[src/rtl/mdu_iter.sv]
// Iterative RV64M multiply/divide unit: radix-2 shift-add multiply and restoring divide,
// one bit per cycle over 64 cycles, with divide-by-zero and signed overflow resolved at issue.
module mdu_iter (
  input  logic        clk,
  input  logic        rst,
  input  logic        start,
  input  logic [3:0]  op,
  input  logic [63:0] a,
  input  logic [63:0] b,
  output logic        busy,
  output logic        done,
  output logic [63:0] result
);

  typedef enum logic [1:0] {IDLE, CALC, DONE} state_t;

  state_t        state_q, state_d;
  logic [6:0]    cnt_q, cnt_d;
  logic [3:0]    op_q, op_d;
  logic [63:0]   opnd_q, opnd_d;
  logic [127:0]  work_q, work_d;
  logic          negq_q, negq_d;
  logic          negr_q, negr_d;
  logic [63:0]   result_q, result_d;

  // W variants keep only the low word, sign-extended; W forms of MULH* are defined as zero.
  function automatic logic [63:0] w_adjust(input logic [3:0] o, input logic [63:0] x);
    logic [63:0] y;
    y = x;
    if (o[3]) begin
      if (!o[2] && (o[1:0] != 2'b00)) y = 64'd0;
      else                            y = {{32{x[31]}}, x[31:0]};
    end
    return y;
  endfunction

  function automatic logic [63:0] finish_res(input logic [3:0] o, input logic [127:0] w,
                                             input logic nq, input logic nr);
    logic [127:0] p;
    logic [63:0]  q, r, x;
    p = nq ? -w : w;
    q = nq ? -w[63:0] : w[63:0];
    r = nr ? -w[127:64] : w[127:64];
    if (o[2])                 x = o[1] ? r : q;
    else if (o[1:0] == 2'b00) x = p[63:0];
    else                      x = p[127:64];
    return w_adjust(o, x);
  endfunction

  logic [2:0]  f3;
  logic        is_w, is_div, sext_w;
  logic        a_signed, b_signed, a_neg, b_neg;
  logic [63:0] a_prep, b_prep, a_mag, b_mag;
  logic        div_zero, div_ovf, special;
  logic [63:0] spec_raw;

  always_comb begin
    f3       = op[2:0];
    is_w     = op[3];
    is_div   = op[2];
    sext_w   = (f3 == 3'b000) || (f3 == 3'b100) || (f3 == 3'b110);
    a_prep   = a;
    b_prep   = b;
    if (is_w) begin
      a_prep = sext_w ? {{32{a[31]}}, a[31:0]} : {32'd0, a[31:0]};
      b_prep = sext_w ? {{32{b[31]}}, b[31:0]} : {32'd0, b[31:0]};
    end
    a_signed = (f3 == 3'b000) || (f3 == 3'b001) || (f3 == 3'b010) ||
               (f3 == 3'b100) || (f3 == 3'b110);
    b_signed = (f3 == 3'b000) || (f3 == 3'b001) || (f3 == 3'b100) || (f3 == 3'b110);
    a_neg    = a_signed && a_prep[63];
    b_neg    = b_signed && b_prep[63];
    a_mag    = a_neg ? -a_prep : a_prep;
    b_mag    = b_neg ? -b_prep : b_prep;
    div_zero = is_div && (b_prep == 64'd0);
    div_ovf  = is_div && !is_w && !f3[0] &&
               (a_prep == 64'h8000_0000_0000_0000) && (b_prep == 64'hFFFF_FFFF_FFFF_FFFF);
    special  = div_zero || div_ovf;
    if (div_zero) spec_raw = f3[1] ? a_prep : 64'hFFFF_FFFF_FFFF_FFFF;
    else          spec_raw = f3[1] ? 64'd0 : a_prep;
  end

  // One iteration of each datapath; only the one matching op_q is used.
  logic [64:0]  mul_sum;
  logic [127:0] mul_next;
  logic [64:0]  div_top, div_diff;
  logic         div_ge;
  logic [127:0] div_next;

  always_comb begin
    mul_sum  = {1'b0, work_q[127:64]} + (work_q[0] ? {1'b0, opnd_q} : 65'd0);
    mul_next = {mul_sum, work_q[63:1]};
    div_top  = work_q[127:63];
    div_ge   = (div_top >= {1'b0, opnd_q});
    div_diff = div_top - {1'b0, opnd_q};
    div_next = {(div_ge ? div_diff[63:0] : div_top[63:0]), work_q[62:0], div_ge};
  end

  always_comb begin
    state_d  = state_q;
    cnt_d    = cnt_q;
    op_d     = op_q;
    opnd_d   = opnd_q;
    work_d   = work_q;
    negq_d   = negq_q;
    negr_d   = negr_q;
    result_d = result_q;
    busy     = 1'b0;
    case (state_q)
      IDLE: begin
        if (start) begin
          op_d   = op;
          negq_d = a_neg ^ b_neg;
          negr_d = a_neg;
          cnt_d  = 7'd0;
          if (is_div) begin
            opnd_d = b_mag;
            work_d = {64'd0, a_mag};
          end else begin
            opnd_d = a_mag;
            work_d = {64'd0, b_mag};
          end
          if (special) begin
            result_d = w_adjust(op, spec_raw);
            state_d  = DONE;
          end else begin
            busy    = 1'b1;
            state_d = CALC;
          end
        end
      end
      CALC: begin
        busy   = 1'b1;
        work_d = op_q[2] ? div_next : mul_next;
        cnt_d  = cnt_q + 7'd1;
        if (cnt_q == 7'd63) begin
          cnt_d    = 7'd0;
          result_d = finish_res(op_q, work_d, negq_q, negr_q);
          state_d  = DONE;
        end
      end
      DONE:    state_d = IDLE;
      default: state_d = IDLE;
    endcase
  end

  always_ff @(posedge clk or posedge rst) begin
    if (rst) begin
      state_q  <= IDLE;
      cnt_q    <= 7'd0;
      op_q     <= 4'd0;
      opnd_q   <= 64'd0;
      work_q   <= 128'd0;
      negq_q   <= 1'b0;
      negr_q   <= 1'b0;
      result_q <= 64'd0;
    end else begin
      state_q  <= state_d;
      cnt_q    <= cnt_d;
      op_q     <= op_d;
      opnd_q   <= opnd_d;
      work_q   <= work_d;
      negq_q   <= negq_d;
      negr_q   <= negr_d;
      result_q <= result_d;
    end
  end

  assign done   = (state_q == DONE);
  assign result = result_q;

endmodule

[config.mk]
export PLATFORM = sky130hd
export DESIGN_NAME = mdu_iter
export DESIGN_NICKNAME = d
export VERILOG_FILES = /design/src/rtl/mdu_iter.sv
export SDC_FILE = /design/constraint.sdc
export NUM_CORES = 2
export LEC_CHECK = 0
export ABC_AREA = 0
export CAP_MARGIN = 30
export CORE_MARGIN = 2
export CORE_UTILIZATION = 55
export DETAILED_ROUTE_END_ITERATION = 12
export PLACE_DENSITY = 0.74
export SLEW_MARGIN = 10
export SYNTH_ARGS = -nofsm -noshare
export SYNTH_HDL_FRONTEND = slang
export SYNTH_SLANG_ARGS = --single-unit
[constraint.sdc]
create_clock -name clk -period 14.92 [get_ports clk]
set_input_delay 2.238 -clock clk [delete_from_list [all_inputs] [get_ports clk]]
set_output_delay 2.238 -clock clk [all_outputs]
set_load 0.05 [all_outputs]
# After elaboration in Yosys (flattened, before gate mapping)
# Cells that the tools add are included.
# Widths: inputs -> output; s select.
totals:
  ff_bits: 271
  out_inout_bits: 66
  input_bits: 135
  word_cells: 103
classes:
  addsub: 8
  magnitude_cmp: 1
  eq_ne: 12
  mux: 40
  bitwise_logic: 1
  n_reduce_logical: 33
ops:
  columns: ["operator", "n"]
  rows:
  - ["$mux 64", 25]
  - ["$mux 128", 3]
  - ["$neg 64->64", 4]
  - ["$pmux 128 s2", 1]
  - ["$eq 64x64->1 const B", 2]
  - ["$neg 128->128", 1]
  - ["$pmux 64 s2", 1]
  - ["$add 64x64->65", 1]
  - ["$ge 65x64->1", 1]
  - ["$logic_not 64->1", 1]
  - ["$sub 64x64->64", 1]
  - ["$mux 7", 2]
  - ["$pmux 7 s2", 1]
  - ["$logic_and 1x1->1", 9]
  - ["$logic_or 1x1->1", 9]
  - ["$add 7x1->7 const B", 1]
  - ["$eq 7x6->1 const B", 1]
  - ["$eq 3x3->1 const B", 2]
  - ["$mux 2", 3]
  - ["$ne 2x2->1 const B", 3]
  - ["$reduce_and 2->1", 3]
  - ["$reduce_bool 2->1", 3]
  - ["$logic_not 1->1", 4]
  - ["$logic_not 2->1", 2]
  - ["10 further kinds", 11]

# Logic depth before layout (Yosys ltp)
depth:
  word_depth: 13
  ltp_mapped: 29
  mapped_depth_nobuf: 24

# Least setup slack after synthesis
# OpenSTA, ideal clock, no wires.
synth_path:
  kind: "input to output"
  startpoint: "input port a[16]"
  endpoint: "output port busy"
  slack_ns: 7.516
  cell_stages: 10
  required_time_ns: 12.682
  path_buffers: 0
  arrival_time_ns: 5.166
  path_cell_list: "or4_1 > or3_1 > or3_1 > or3_1 > nor2_1 > nand2_1 > nor3_1 > nor3b_1 > a211o_1 > a21oi_1"
synth_via:
  elab_chain_cells: 9
synth_rtl:
  columns: ["item", "line", "text"]
  rows:
  - ["start: declaration", "8", "input logic [63:0] a,"]
  - ["$mux 64", "65", "a_prep = sext_w ? {{32{a[31]}}, a[31:0]} : {32'd0, a[31:0]};"]
  - ["$mux 64 *", "64", "if (is_w) begin"]
  - ["$eq 64x64->1 *", "77", "(a_prep == 64'h8000_0000_0000_0000) && (b_prep == 64'hFFFF_FFFF_FFFF_FFFF);"]
  - ["$logic_and 1x1->1 *", "76", "div_ovf = is_div && !is_w && !f3[0] &&"]
  - ["$logic_and 1x1->1 *", "77", null]
  - ["$logic_or 1x1->1 *", "78", "special = div_zero || div_ovf;"]
  - ["$mux 1 *", "123", "if (special) begin"]
  - ["$mux 1 *", "111", "if (start) begin"]
  - ["$pmux 1 s2 *", "109", "case (state_q)"]
  - ["end: declaration", "10", "output logic busy,"]
# Every way passes the cells marked *; elsewhere a longest branch is shown, timed or not.

# Worst setup path after layout
layout_path:
  startpoint: "input port b[8]"
  endpoint: "output port busy"
layout_via:
  elab_chain_cells: 8
  elab_cells_between_ends: 10
  cone_classes: "eq/ne (1); mux (5); reduce/logical (4)"
layout_rtl:
  columns: ["item", "line", "text"]
  rows:
  - ["start: declaration", "9", "input logic [63:0] b,"]
  - ["$mux 64", "66", "b_prep = sext_w ? {{32{b[31]}}, b[31:0]} : {32'd0, b[31:0]};"]
  - ["$mux 64 *", "64", null]
  - ["$eq 64x64->1 / $logic_not 64->1 (equally long branches)", "77, 75", null]
  - ["$logic_and 1x1->1, on equally long branches", "77, 75", null]
  - ["$logic_or 1x1->1 *", "78", null]
  - ["$mux 1 *", "123", null]
  - ["$mux 1 *", "111", null]
  - ["$pmux 1 s2 *", "109", null]
# Marked as above.

==> flow_summary.toml <==
[floorplan]
rows = 92
die_w_um = 256
core-area_um2 = 63000
die-area_um2 = 65600
fp.dieH_um = 256
num_io_pins = 201
initial_core_util = 0.555

[sta]
tns_ps = 0
setup_viol = 0
rsz0062_at_grt = "no"
slew_headroom = 0.165
worst_pin_slew_ps = 1240
min_period_ps = 9500
drv_slew = 0
fin_worst_skew_ps = 37.1
hold_viol_final = 0
finalCritPeriodShare = 0.637
fmax_ghz = 0.105

[setup_path]
endpoint_kind = "output pin"
cpPeakStageDelay_ps = 780
cpMostUsedCell = "clkdlybuf4s50_1"
crit_arrival_ps = 7260
reg2reg_depth = 24
cp-start-kind = "primary input"
slowest_stage = "and3_4"
crit_type = "in2out"
path_cells = "clkdlybuf4s50_1 > or4_1 > nor4_1 > nor2b_1 > and3_1 > nand3_1 > nor3_1 > and3_4 > a211o_1 > a21oi_1 > clkdlybuf4s50_1"
required_ps = 12680
critPathMaxFanout = 66

[finish]
multi_input_area_um2 = 26200
final_common_cell = "nand2_1"
fill_cells = 6047
final_cell_mix = "nand2_1 (550), nor2_1 (542), a21oi_1 (503), o21ai_0 (464), dfrtp_1 (268)"
fin_nets = 5220
area_growth_pct = 10.0
seqCellArea_um2 = 6790
drive_gt1_frac = 0.0565

[global_routing]
track_usage = 0.460
grt_overflow_total = 0
grt_pass1_wl_um = 231000
grt_start_max_net_pins = 163
grt_antenna_before_repair = 8
grt_pass1_vias = 36000

[power_and_ir_drop]
p_sw_frac = 0.605
pwr-share-seq = 0.144
pwr-share-comb = 0.769
leakage_nw = 14.9
p_total_mw = 10.5
powerDensity_nw_per_um2 = 274
p_clk_frac = 0.087
internal_power_mw = 4.17
vdd_drop_max_v = 0.000175
p_switching_mw = 6.38

[clock_tree]
cts_resized = 0
tritoncts = "built"
clkLatencyLatePin_ps = 600
cts_buffer_depth = 3
clk_pin_slew_ps = 60
numCtsBuffers = 36
postCtsSetupRepairBufs = 0
hold_buffers = 0
htree_levels = 2
cts.sinks = 271
root_buffer = "clkbuf_16"

[detailed_routing]
via_per_inst = 6.94
drc = 0
finalWirelength_um = 157000
ant_nets = 0
drt_iter0_drc = 6577
vias = 40400
firstDrtPassIters = 9
wl_per_cell_um = 27.0

[synthesis]
ys_ff_latch = 271
synth_edf_count = 0
async_flop_share = 1.00
ys_warn_count = 0
ys_types = 125
synthCells = 4985
syn_nets = 5256
synth_ff_type = "dfrtp_1"
netlist_area_um2 = 35000
syn_area_per_cell_um2 = 7.01
ys_seq_area_frac = 0.194

[place]
hpwlAfterDp_um = 121000
gp_congestion = 1.07
io_buffer_count = 200

[run]
maxCapViolCount = 0

[min_path]
min_path_cells = 1
hold_path_class = "reg2reg"

[run_status]
status = "complete, no violations"
## layer usage
layer | global-route usage | wire, µm
met1 | 0.626 | 62000
met2 | 0.683 | 66100
met3 | 0.101 | 19700
met4 | 0.233 | 9280
met5 | 0 | 60
## area by class of cell
class                      instances  share of cell area
multi-input combinational       4214               0.682
sequential                       271               0.177
clock inverter                    21             0.00634
tap                              846              0.0275
clock buffer                      44              0.0255
timing repair buffer             279              0.0679
inverter                         147              0.0145
antenna                            2            0.000130
## power groups by stage
stage          Combinational (mW)  Sequential (mW)  Clock [mW]
2_1_floorplan                5.14             1.57           0
3_3_place_gp                 7.66             1.48           0
3_5_place_dp                 7.73             1.49           0
4_1_cts                      7.77             1.48       0.913
5_1_grt                      8.53             1.54       0.942
6_report                     8.11             1.52       0.918
## final timing paths
| path | start | end | slack, ps |
|---|---|---|---|
| setup / recovery | b[8] | busy | 5420 |
| hold / removal | result[9]$_DFFE_PP0P_ | result[9]$_DFFE_PP0P_ | 490 |
| setup reg to reg | opnd_q[40]$_DFFE_PP0P_ | result[42]$_DFFE_PP0P_ | 6670 |
| hold reg to reg | result[9]$_DFFE_PP0P_ | result[9]$_DFFE_PP0P_ | 490 |
| max in group asynchronous | rst | opnd_q[55]$_DFFE_PP0P_ | 11210 |
| min in group asynchronous | rst | result[21]$_DFFE_PP0P_ | 2150 |
## sequential cells by signal, summed over array words and instances, names as in the netlist
| signal | count |
|---|---|
| op_q | 4 |
| result | 64 |
| opnd_q | 64 |
| negq_q | 1 |
| negr_q | 1 |
| work_q | 128 |
| cnt_q | 7 |
| state_q | 2 |
## metrics by stage
| stage | util | instance area [µm²] | std cells | setup WS (ps) | hold slack, ps |
|---|---|---|---|---|---|
| 4_1_cts | 0.610 | 38400 | 5819 | 5490 | 496 |
| 3_5_place_dp | 0.591 | 37200 | 5754 | 5500 | 482 |
| 6_report | 0.611 | 38500 | 5824 | 5420 | 494 |
| 3_3_place_gp | 0.590 | 37100 | 5747 | 5530 | 476 |
| 5_1_grt | 0.611 | 38400 | 5822 | 5040 | 502 |
| 2_1_floorplan | - | 35000 | 4985 | 5210 | 457 |
## kinds of logic after synthesis
group	share of synthesized area
AND/OR/NAND/NOR	0.262
buffers and inverters	0.0587
XOR/XNOR	0.0834
multiplexers	0.0348
adder cells (fa/ha/maj)	0.0491
AO/OA/AOI/OAI	0.318
flip-flops	0.194
## cell usage after synthesis (49+ instances only)
library cell,n,area [µm²]
a211oi_1,65,488
a21o_1,59,443
a21oi_1,503,2520
and2_1,86,538
clkbuf_1,249,935
dfrtp_1,271,6780
ha_1,134,1680
inv_1,143,537
mux2i_1,97,971
nand2_1,551,2070
nand3_1,98,490
nand4_1,92,576
nor2_1,543,2040
nor3_1,157,786
o211ai_1,76,571
o21ai_0,466,2330
o221ai_1,83,727
o31ai_1,49,368
xnor2_1,187,1640
xor2_1,146,1280
## critical path: cells and delay by family
family / cells / cell delay, ps
compound gates: 2 / 450
buf+inv: 2 / 1280
simple gates: 7 / 3260
(Power assumes the default switching activity.)
